<file path="config.mk">
export PLATFORM = sky130hd
export DESIGN_NAME = dmux4way16_fifo
export DESIGN_NICKNAME = d
export VERILOG_FILES = /design/src/rtl/dmux4way16_fifo.sv
export SDC_FILE = /design/constraint.sdc
export NUM_CORES = 1
export LEC_CHECK = 0
export ABC_CLOCK_PERIOD_IN_PS = 2900
export BUFFER_PORTS_ARGS = -buffer_cell sky130_fd_sc_hd__buf_2
export CORE_UTILIZATION = 40
export CTS_CLUSTER_DIAMETER = 80
export DETAILED_ROUTE_END_ITERATION = 10
export REMOVE_ABC_BUFFERS = 1
export SYNTH_ARGS = -nofsm -noshare
export SYNTH_HDL_FRONTEND = slang
export SYNTH_SLANG_ARGS = --single-unit
</file>
<file path="constraint.sdc">
create_clock -name clk -period 2.9 [get_ports clk]
set_input_delay 0.145 -clock clk [delete_from_list [all_inputs] [get_ports clk]]
set_output_delay 0.145 -clock clk [all_outputs]
set_load 0.05 [all_outputs]
</file>
<file path="src/rtl/dmux4way16_fifo.sv">
// Registered 4-way 16-bit demultiplexer with a 2-entry FIFO per lane.
// One producer, four independent consumers; a full lane stalls only its own pushes.
module dmux4way16_fifo (
    input  logic        clk,
    input  logic        reset,
    input  logic [15:0] in,
    input  logic [1:0]  in_sel,
    input  logic        in_valid,
    output logic        in_ready,
    output logic [15:0] a,
    output logic [15:0] b,
    output logic [15:0] c,
    output logic [15:0] d,
    output logic [3:0]  out_valid,
    input  logic [3:0]  out_ready
);

    logic [3:0][1:0]  cnt_q;
    logic [3:0][15:0] head;

    // Ready depends only on registered occupancy, never on out_ready.
    assign in_ready = (cnt_q[in_sel] != 2'd2);

    for (genvar i = 0; i < 4; i++) begin : g_lane
        logic [1:0][15:0] mem;
        logic             wp;
        logic             rp;
        logic [1:0]       cnt;
        logic             push;
        logic             pop;

        assign push         = in_valid && in_ready && (in_sel == 2'(i));
        assign pop          = out_valid[i] && out_ready[i];
        assign out_valid[i] = (cnt != 2'd0);
        assign cnt_q[i]     = cnt;
        assign head[i]      = out_valid[i] ? mem[rp] : 16'h0000;

        always_ff @(posedge clk) begin
            if (reset) begin
                mem <= '0;
                wp  <= 1'b0;
                rp  <= 1'b0;
                cnt <= 2'd0;
            end else begin
                if (push) begin
                    mem[wp] <= in;
                    wp      <= ~wp;
                end
                if (pop) begin
                    rp <= ~rp;
                end
                case ({push, pop})
                    2'b10:   cnt <= cnt + 2'd1;
                    2'b01:   cnt <= cnt - 2'd1;
                    default: cnt <= cnt;
                endcase
            end
        end
    end

    assign a = head[0];
    assign b = head[1];
    assign c = head[2];
    assign d = head[3];

endmodule

</file>
==> metrics.md <==
| Metric | Value |
|---|---|
| Synth-to-Final Area Change | `17.8%` |
| Io pins | `94` |
| Root cell of the clock tree | `clkbuf_16` |
| Crit. Startpoint | `g_lane[2].rp$_SDFFE_PP0P_` |
| CTS-repair resized insts | `0` |
| R2r worst-path depth | `3` |
| Initial DRC Count | `253` |
| FF+latch area | `2880 sq um` |
| Largest net degree at the start of global routing | `105` |
| P per Cell Area | `683 nW/um^2` |
| Sum Neg Setup Slack | `0 ps` |
| H-tree depth | `4` |
| Reg2reg end | `g_lane[2].mem[2]$_SDFFE_PP0P_` |
| Fin util | `48.6%` |
| Post-detail-place hpwl | `10700 um` |
| R2R Setup Slk | `970 ps` |
| Final net count | `789` |
| Clock buffer depth | `2` |
| Crit path max fanout | `12` |
| Max frequency | `0.447 GHz` |
| Wire length per cell | `16.2 um` |
| Switching share of power | `26.7%` |
| Status | `finished clean` |
| Cells after Synth | `696` |
| Initial Util | `41.2%` |
| Die footprint | `17700 sq um` |
| Setup Fix Bufs, Post-CTS | `0` |
| CP Launch Type | `flip-flop` |
| Final slew viol count | `0` |
| Antenna violations before repair | `0` |
| Sink Count | `144` |
| Clock Power Share | `45.2%` |
| Vias in the first global route | `5002` |
| Sw power | `1.47 mW` |
| Share of cells above drive strength 1 | `19.0%` |
| First-pass GRT wire length | `26100 um` |
| Min Tclk post-route | `2240 ps` |
| Synthesized area | `6860 sq um` |
| Flop pwr share | `38.8%` |
| Reg clk slew, reported paths | `60 ps` |
| FF+latch count, synth | `144` |
| Vias per cell | `4.91` |
| Filler cells | `1580` |
| Worst hold path type | `primary input to flip-flop` |
| Tot GR Track Use | `19.2%` |
| Critical Path AT | `2090 ps` |
| Pint | `4.04 mW` |
| Setup violators final | `0` |
| Critical path required time | `2760 ps` |
| Post-DRT Antenna Nets | `0` |
| Max-cap violations | `0` |
| Residual DRC count | `0` |
| Leak Pwr | `3.75 nW` |
| Combinational fraction of design power | `16.0%` |
| Syn. warnings | `0` |
| Hold_buf cts | `0` |
| Height of the die | `133 um` |
| Final Hold Viols | `0` |
| CTS tree | `done` |
| Final Skew | `6.39 ps` |
| Std-Cell Rows | `47` |
| Max-slew headroom | `25.5%` |
| VDD IR max | `0.453 mV` |
| Crit Path Class | `flip-flop to output pin` |
| Core ar. | `16600 sq um` |
| Placer congestion estimate | `0.746` |
| Vias | `4874` |
| Drt first pass iters | `4` |
| CP max-delay cell | `dfxtp_1` |
| Fin crit share | `77.1%` |
| Critical Path End Type | `output pin` |
| Buffers on Ports | `93` |
| Post-Syn Area per Cell | `9.86 sq um` |
| Hold slack | `122 ps` |
| Unrepaired setup endpoints after global routing | `no` |
| Netlist cell types | `32` |
| Multi-input combinational cell area | `3620 sq um` |
| TritonCTS buffer count | `17` |
| Reg2Reg Launch Point | `g_lane[2].cnt[1]$_SDFFE_PP0P_` |
| Diode count | `0` |
| Worst skew pair latency | `420 ps` |
| CP peak stage delay | `830 ps` |
| Routed wire length | `16100 um` |
| Chip Width | `133 um` |
| CP endpoint | `c[14]` |
| Slew @ Worst Pin | `1120 ps` |
| Crit path cell chain | `buf_4 > mux2i_1 > nor2_1 > buf_2` |
| Register area share after synthesis | `42.0%` |
| GR Overflow Total | `0` |
power by group through the flow:
stage | Clock, mW | Sequential (mW) | Combinational, mW
final | 2.50 | 2.14 | 0.883
after global routing | 2.64 | 2.15 | 0.951
after CTS | 2.54 | 2.14 | 0.890
after detailed placement | 0 | 2.18 | 0.886
after global placement | 0 | 2.18 | 0.867
after floorplan | 0 | 2.21 | 0.565
through the flow:
step | worst slack, ps | total power, mW | cells | cell area [sq um]
after CTS | 653 | 5.58 | 992 | 8080
after global routing | 563 | 5.74 | 992 | 8080
after detailed placement | 941 | 3.07 | 961 | 7410
after floorplan | 1130 | 2.77 | 632 | 6540
final | 664 | 5.52 | 992 | 8080
after global placement | 994 | 3.04 | 961 | 7410
registers in the layout, summed over array words and instances (netlist names):
name and cells:
g_lane.cnt 8, g_lane.wp 4, g_lane.rp 4, g_lane.mem 128
worst max-delay path, delay by kind of cell (launching register included):
family,cells,cell delay (ps)
DFF,1,830
buffers and inverters,2,600
and+or+nand+nor,1,140
muxes,1,90
cells in the final DEF (no fill, tap or decap), drive strengths merged:
cell      count
o21ai         8
xnor2         4
or3           7
nand4         3
buf         109
o31ai         3
dfxtp       144
mux4          1
xor2          8
clkbuf       21
nand3         2
a31o          1
nand2b      149
ha            4
a21oi         8
nor4          1
or4b          1
mux2i       192
nor2         76
bufinv        6
nor2b         4
or4           3
clkinv        3
inv          10
nand2         2
nor3          1
clkinvlp      1
worst min path at each step:
stage	endpoint	slack, ps	cells past startpoint	startpoint
2_1_floorplan	g_lane[0].cnt[1]$_SDFFE_PP0P_	210	1	reset
3_3_place_gp	g_lane[3].mem[10]$_SDFFE_PP0P_	460	2	g_lane[3].mem[10]$_SDFFE_PP0P_
3_5_place_dp	g_lane[3].mem[29]$_SDFFE_PP0P_	460	2	g_lane[3].mem[29]$_SDFFE_PP0P_
4_1_cts	g_lane[3].rp$_SDFFE_PP0P_	110	4	out_ready[3]
5_1_grt	g_lane[3].rp$_SDFFE_PP0P_	120	4	out_ready[3]
6_report	g_lane[3].rp$_SDFFE_PP0P_	120	4	out_ready[3]
layer usage:
layer  GRT usage (%)  wire, um  vias to the layer above
li1                -         -                     2428
met1            24.9      7620                     2331
met2            31.2      7640                      104
met3            5.21       715                       11
met4            5.30       123                        0
met5               0         0                        -
cells in the mapped netlist, drive strengths merged:
master  count  share of area, %
o21ai       8              0.58
a21oi       8              0.58
nand3       2              0.15
xor2        8               1.0
dfxtp     144                42
xnor2       4              0.51
nor2       76               4.2
o31ai       3              0.33
nor2b       4              0.36
mux4        1              0.38
a31o        1              0.13
clkbuf     33               1.9
nand2b    149                14
nand4       3              0.46
buf        31               2.8
or4b        1              0.20
ha          4              0.73
nand2       2              0.22
inv        10              0.55
nor3        1             0.073
mux2i     192                28
or3         7              0.67
nor4        1              0.31
or4         3              0.33
final cells by class:
type                            count  area share (%)
Clock inverter                     10            2.55
Tap cell                          220            3.41
Clock buffer                       21            5.82
Inverter                           10           0.464
Multi-Input combinational cell    478            44.8
Sequential cell                   144            35.7
Timing Repair Buffer              109            7.28
cell families (layout without fill, tap and decap cells):
| group | Yosys count | after routing | share of synthesized area [%] |
|---|---|---|---|
| flops | 144 | 144 | 42.0 |
| buf+inv | 74 | 150 | 5.21 |
| compound gates | 20 | 20 | 1.62 |
| simple gates | 249 | 249 | 20.5 |
| xor+xnor | 12 | 12 | 1.53 |
| mux | 193 | 193 | 28.4 |
| fa+ha+maj | 4 | 4 | 0.729 |
No activity file was read; power rests on OpenSTA's default activity.
